[config.mk]
export PLATFORM = sky130hd
export DESIGN_NAME = id_ex_pipeline_reg
export DESIGN_NICKNAME = d
export VERILOG_FILES = /design/src/rtl/id_ex_pipeline_reg.sv
export SDC_FILE = /design/constraint.sdc
export NUM_CORES = 1
export LEC_CHECK = 0
export CAP_MARGIN = 20
export CELL_PAD_IN_SITES_DETAIL_PLACEMENT = 0
export CELL_PAD_IN_SITES_GLOBAL_PLACEMENT = 1
export CORE_MARGIN = 2
export CORE_UTILIZATION = 31
export CTS_CLUSTER_SIZE = 25
export DETAILED_ROUTE_END_ITERATION = 16
export PLACE_DENSITY_LB_ADDON = 0.1
export SLEW_MARGIN = 0
export SYNTH_ARGS = -nofsm -noshare
export SYNTH_HDL_FRONTEND = slang
export SYNTH_SLANG_ARGS = --single-unit
export TNS_END_PERCENT = 100
[constraint.sdc]
create_clock -name i_clk -period 3.85 [get_ports i_clk]
set_clock_uncertainty 0.2 [all_clocks]
set_input_delay 0.77 -clock i_clk [delete_from_list [all_inputs] [get_ports i_clk]]
set_output_delay 0.77 -clock i_clk [all_outputs]
set_load 0.02 [all_outputs]
[src/rtl/id_ex_pipeline_reg.sv]
// ID/EX pipeline register: carries the decoded instruction from ID into EX and
// inserts a bubble on flush or on a load-use dependency against the EX load.
module id_ex_pipeline_reg #(
  parameter int NB_CTRL = 9,
  parameter int NB_DATA = 32,
  parameter int NB_ADDR = 5
) (
  input  logic               i_clk,
  input  logic               i_rst,
  input  logic               i_stall,
  input  logic               i_flush,
  input  logic               i_valid,
  input  logic [NB_CTRL-1:0] i_ctrl,
  input  logic [NB_DATA-1:0] i_pc,
  input  logic [NB_DATA-1:0] i_rs1_data,
  input  logic [NB_DATA-1:0] i_rs2_data,
  input  logic [NB_DATA-1:0] i_imm,
  input  logic [NB_ADDR-1:0] i_rs1_addr,
  input  logic [NB_ADDR-1:0] i_rs2_addr,
  input  logic [NB_ADDR-1:0] i_rd_addr,
  input  logic [2:0]         i_funct3,
  input  logic               i_funct7b5,
  output logic               o_valid,
  output logic [NB_CTRL-1:0] o_ctrl,
  output logic [NB_DATA-1:0] o_pc,
  output logic [NB_DATA-1:0] o_rs1_data,
  output logic [NB_DATA-1:0] o_rs2_data,
  output logic [NB_DATA-1:0] o_imm,
  output logic [NB_ADDR-1:0] o_rs1_addr,
  output logic [NB_ADDR-1:0] o_rs2_addr,
  output logic [NB_ADDR-1:0] o_rd_addr,
  output logic [2:0]         o_funct3,
  output logic               o_funct7b5,
  output logic               o_load_use_hazard
);

  localparam int CTRL_MEMREAD = 1;

  logic               valid_q,  valid_d;
  logic [NB_CTRL-1:0] ctrl_q,   ctrl_d;
  logic [NB_DATA-1:0] pc_q,     pc_d;
  logic [NB_DATA-1:0] rs1_data_q, rs1_data_d;
  logic [NB_DATA-1:0] rs2_data_q, rs2_data_d;
  logic [NB_DATA-1:0] imm_q,    imm_d;
  logic [NB_ADDR-1:0] rs1_addr_q, rs1_addr_d;
  logic [NB_ADDR-1:0] rs2_addr_q, rs2_addr_d;
  logic [NB_ADDR-1:0] rd_addr_q,  rd_addr_d;
  logic [2:0]         funct3_q, funct3_d;
  logic               funct7b5_q, funct7b5_d;
  logic               hazard_s;

  // Load in EX whose destination feeds the ID instruction; x0 never counts.
  always_comb begin
    hazard_s = valid_q & ctrl_q[CTRL_MEMREAD] & (rd_addr_q != {NB_ADDR{1'b0}}) & i_valid &
               ((rd_addr_q == i_rs1_addr) | (rd_addr_q == i_rs2_addr));
  end

  // Next-state selection: flush, then stall hold, then hazard bubble, then load.
  always_comb begin
    valid_d    = valid_q;
    ctrl_d     = ctrl_q;
    pc_d       = pc_q;
    rs1_data_d = rs1_data_q;
    rs2_data_d = rs2_data_q;
    imm_d      = imm_q;
    rs1_addr_d = rs1_addr_q;
    rs2_addr_d = rs2_addr_q;
    rd_addr_d  = rd_addr_q;
    funct3_d   = funct3_q;
    funct7b5_d = funct7b5_q;
    if (i_flush || (!i_stall && hazard_s)) begin
      valid_d    = 1'b0;
      ctrl_d     = {NB_CTRL{1'b0}};
      pc_d       = {NB_DATA{1'b0}};
      rs1_data_d = {NB_DATA{1'b0}};
      rs2_data_d = {NB_DATA{1'b0}};
      imm_d      = {NB_DATA{1'b0}};
      rs1_addr_d = {NB_ADDR{1'b0}};
      rs2_addr_d = {NB_ADDR{1'b0}};
      rd_addr_d  = {NB_ADDR{1'b0}};
      funct3_d   = 3'd0;
      funct7b5_d = 1'b0;
    end else if (i_stall) begin
      valid_d = valid_q;
    end else begin
      valid_d    = i_valid;
      ctrl_d     = i_valid ? i_ctrl : {NB_CTRL{1'b0}};
      pc_d       = i_pc;
      rs1_data_d = i_rs1_data;
      rs2_data_d = i_rs2_data;
      imm_d      = i_imm;
      rs1_addr_d = i_rs1_addr;
      rs2_addr_d = i_rs2_addr;
      rd_addr_d  = i_rd_addr;
      funct3_d   = i_funct3;
      funct7b5_d = i_funct7b5;
    end
  end

  // Pipeline registers with synchronous reset.
  always_ff @(posedge i_clk) begin
    if (i_rst) begin
      valid_q    <= 1'b0;
      ctrl_q     <= {NB_CTRL{1'b0}};
      pc_q       <= {NB_DATA{1'b0}};
      rs1_data_q <= {NB_DATA{1'b0}};
      rs2_data_q <= {NB_DATA{1'b0}};
      imm_q      <= {NB_DATA{1'b0}};
      rs1_addr_q <= {NB_ADDR{1'b0}};
      rs2_addr_q <= {NB_ADDR{1'b0}};
      rd_addr_q  <= {NB_ADDR{1'b0}};
      funct3_q   <= 3'd0;
      funct7b5_q <= 1'b0;
    end else begin
      valid_q    <= valid_d;
      ctrl_q     <= ctrl_d;
      pc_q       <= pc_d;
      rs1_data_q <= rs1_data_d;
      rs2_data_q <= rs2_data_d;
      imm_q      <= imm_d;
      rs1_addr_q <= rs1_addr_d;
      rs2_addr_q <= rs2_addr_d;
      rd_addr_q  <= rd_addr_d;
      funct3_q   <= funct3_d;
      funct7b5_q <= funct7b5_d;
    end
  end

  assign o_valid           = valid_q;
  assign o_ctrl            = ctrl_q;
  assign o_pc              = pc_q;
  assign o_rs1_data        = rs1_data_q;
  assign o_rs2_data        = rs2_data_q;
  assign o_imm             = imm_q;
  assign o_rs1_addr        = rs1_addr_q;
  assign o_rs2_addr        = rs2_addr_q;
  assign o_rd_addr         = rd_addr_q;
  assign o_funct3          = funct3_q;
  assign o_funct7b5        = funct7b5_q;
  assign o_load_use_hazard = hazard_s;

endmodule
==> flow_metrics.tcl <==
set metrics [dict create \
    status "complete, no violations" \
    clock_sink_count 157 \
    max_transition_margin 0.436 \
    power.density_cell_area_nw_per_um2 401 \
    postSynthRegisterBits 157 \
    yosysUniqueCellTypes 20 \
    finalWorstPathRequiredPeriod_ns 3.69 \
    fin_total_pwr_w 0.00416 \
    avgSynthCellArea_um2 8.87 \
    worst_ep_required_time_ns 2.88 \
    placeableCoreArea_um2 21000 \
    clock_tree.htree_level_count 4 \
    cp_data_arrival_time_ns 2.72 \
    die-area_um2 22500 \
    gpl.final_weighted_congestion 0.740 \
    finalMaxSlewViolations 0 \
    grt_antenna_before_repair 0 \
    grt_max_degree 161 \
    resized_cells_post_cts 0 \
    place.port_buffers 318 \
    layout.nets 1162 \
    worst-setup-path-type "primary input to primary output" \
    placementRows 53 \
    vias_per_cell 5.20 \
    via_count 6707 \
    leakage_nw 3.42 \
    yosysWarningCount 0 \
    post_route_cells_drive_above_1_share 0.0434 \
    synthesis.instances 744 \
    max-vdd-ir-drop_v 0.000274 \
    worst-path-max-fanout 3 \
    report.final.setup_viol 0 \
    cap_violations 0 \
    cts-hold-fix-buffers 0 \
    grt_util_all_layers 0.193 \
    synth_area_um2 6600 \
    grt_overflow_total 0 \
    r2r_setup_slack_ns 1.37 \
    combined_area_of_the_multi_input_logic_cells_um2 3000 \
    cts-root-to-sink-buffers 2 \
    startpoint_type "primary input" \
    final.period_utilization 0.958 \
    register_area_um2 3140 \
    first_global_vias 6115 \
    cts_buffers 17 \
    path_clk_slew_ns 0.06 \
    setup_repair_after_global_routing_missed_its_margin "false" \
    clk_latency_ns 0.42 \
    die-width_um 150 \
    place_hpwl_mm 13.7 \
    routed_wl_mm 22.9 \
    areaGrowthSynthToFinish_pct 57.1 \
    grt_pass1_wl_mm 34.5 \
    finalSetupTns_ns 0 \
    drt-initial-drc-count 518 \
    postCtsSetupBuffers 0 \
    ys_seq_area_frac 0.476 \
    floorplan.initialDensity 0.315 \
    placement.cell_area_um2 9800 \
    place_inst 1257 \
    layoutNonFillerInstCount 1290 \
    fill_cells 1987 \
    detailedRoute.firstPassIterationCount 4 \
    cts_tree "done" \
    post_route_ant_nets 0 \
    clk_root_buffer_cell "sky130_fd_sc_hd__clkbuf_16" \
    timing.hold.worst.class "flip-flop to flip-flop" \
    final_hold_viol_count 0 \
    postLayoutCellArea_um2 10400 \
    end_kind "primary output" \
    boundaryPins 319 \
    fmax_mhz 271 \
    drc 0 \
    chipHeight_um 150 \
    worst-slew-pin-transition_ns 0.845 \
    wire_per_inst_um 17.7 \
    syn-num-nets 905 \
]
[area by class of cell]
type	instances	area share
multi-input cells	500	0.290
clock inverters	13	0.0100
well taps	275	0.0332
repair buffers	325	0.320
flip-flops and latches	157	0.303
diodes	1	0.000242
clock buffers	19	0.0437
[state kept, by name, summed over array words and instances, names as in the netlist]
name,cells
o_rs2_data,32
o_funct7b5,1
o_valid,1
o_funct3,3
o_rs1_data,32
o_rs2_addr,5
o_imm,32
o_rd_addr,5
o_ctrl,9
o_rs1_addr,5
o_pc,32
[worst max-delay path, cell delays in order]
cell and delay [ns]:
sky130_fd_sc_hd__clkdlybuf4s50_1 0.52, sky130_fd_sc_hd__xnor2_1 0.15, sky130_fd_sc_hd__nand3_1 0.14, sky130_fd_sc_hd__o22ai_4 0.24
sky130_fd_sc_hd__nor2b_1 0.23, sky130_fd_sc_hd__clkdlybuf4s50_1 0.67
[power by group]
| part | leakage [nW] | switching (W) | internal, W | total (W) |
|---|---|---|---|---|
| Combinational | 1.87 | 0.000373 | 0.000393 | 0.000766 |
| Clock | 0.260 | 0.000736 | 0.000872 | 0.00161 |
| Sequential | 1.29 | 0.0000574 | 0.00173 | 0.00178 |
| Total | 3.42 | 0.00117 | 0.00299 | 0.00416 |
[worst paths after layout]
path,cells past startpoint,end,start
worst max register to register,5,o_rs1_data[6],o_rd_addr[0]
worst max-delay path,6,o_load_use_hazard,i_rs1_addr[4]
worst min-delay path,2,o_imm[7],o_imm[7]
worst min register to register,2,o_imm[7],o_imm[7]
[placed cells by master (no fill, tap or decap), types with 2 or more instances in the layout]
cell type and instances:
sky130_fd_sc_hd__and3_1 9, sky130_fd_sc_hd__dfxtp_1 157, sky130_fd_sc_hd__clkbuf_16 17, sky130_fd_sc_hd__clkinvlp_4 5, sky130_fd_sc_hd__o21ai_1 120, sky130_fd_sc_hd__nand3_1 11, sky130_fd_sc_hd__clkbuf_8 2, sky130_fd_sc_hd__xnor2_1 10
sky130_fd_sc_hd__buf_12 6, sky130_fd_sc_hd__a22oi_1 9, sky130_fd_sc_hd__nand2_1 150, sky130_fd_sc_hd__a32oi_1 148, sky130_fd_sc_hd__clkdlybuf4s50_1 318, sky130_fd_sc_hd__inv_6 6, sky130_fd_sc_hd__o21ai_0 37
[synth_stat cells]
cell type | instances | area, um2
sky130_fd_sc_hd__buf_8 | 11 | 165
sky130_fd_sc_hd__buf_4 | 1 | 7.51
sky130_fd_sc_hd__o21ai_1 | 120 | 601
sky130_fd_sc_hd__buf_6 | 2 | 22.5
sky130_fd_sc_hd__a22oi_1 | 9 | 67.6
sky130_fd_sc_hd__and3_1 | 9 | 56.3
sky130_fd_sc_hd__a32oi_1 | 148 | 1300
sky130_fd_sc_hd__dfxtp_1 | 157 | 3140
sky130_fd_sc_hd__or4_4 | 1 | 11.3
sky130_fd_sc_hd__nor3_2 | 1 | 10.0
sky130_fd_sc_hd__nand3_1 | 11 | 55.1
sky130_fd_sc_hd__o2111ai_4 | 1 | 26.3
sky130_fd_sc_hd__buf_2 | 4 | 20.0
sky130_fd_sc_hd__nand2_1 | 150 | 563
sky130_fd_sc_hd__nor2b_1 | 1 | 6.26
sky130_fd_sc_hd__o21ai_0 | 37 | 185
sky130_fd_sc_hd__nor3b_1 | 1 | 7.51
sky130_fd_sc_hd__o22ai_1 | 1 | 6.26
sky130_fd_sc_hd__clkbuf_1 | 69 | 259
sky130_fd_sc_hd__xnor2_1 | 10 | 87.6
[metal layers]
layer,wire (um),track usage
met5,0,0
met4,218,0.0561
met3,2120,0.0704
met2,10700,0.299
met1,9780,0.252
[cell families (layout without fill, tap and decap cells)]
family / count (synthesis) / in the layout / synth area share
AOI/OAI and AO/OA: 316 / 316 / 0.331
xor gates and xnor gates: 10 / 10 / 0.0133
buffers and inverters: 87 / 357 / 0.0719
DFF: 157 / 157 / 0.476
other: 0 / 1 / 0
and+or+nand+nor: 174 / 174 / 0.108
[through the flow]
step	worst slack, ns	hold WS (ns)	util
floorplan	1.02	0.385	-
global placement	0.156	0.250	0.468
detailed placement	0.138	0.255	0.468
CTS	0.120	0.272	0.494
global route	0.0612	0.292	0.494
finish	0.160	0.264	0.494
Note: power is estimated with default switching activity, not from simulation.
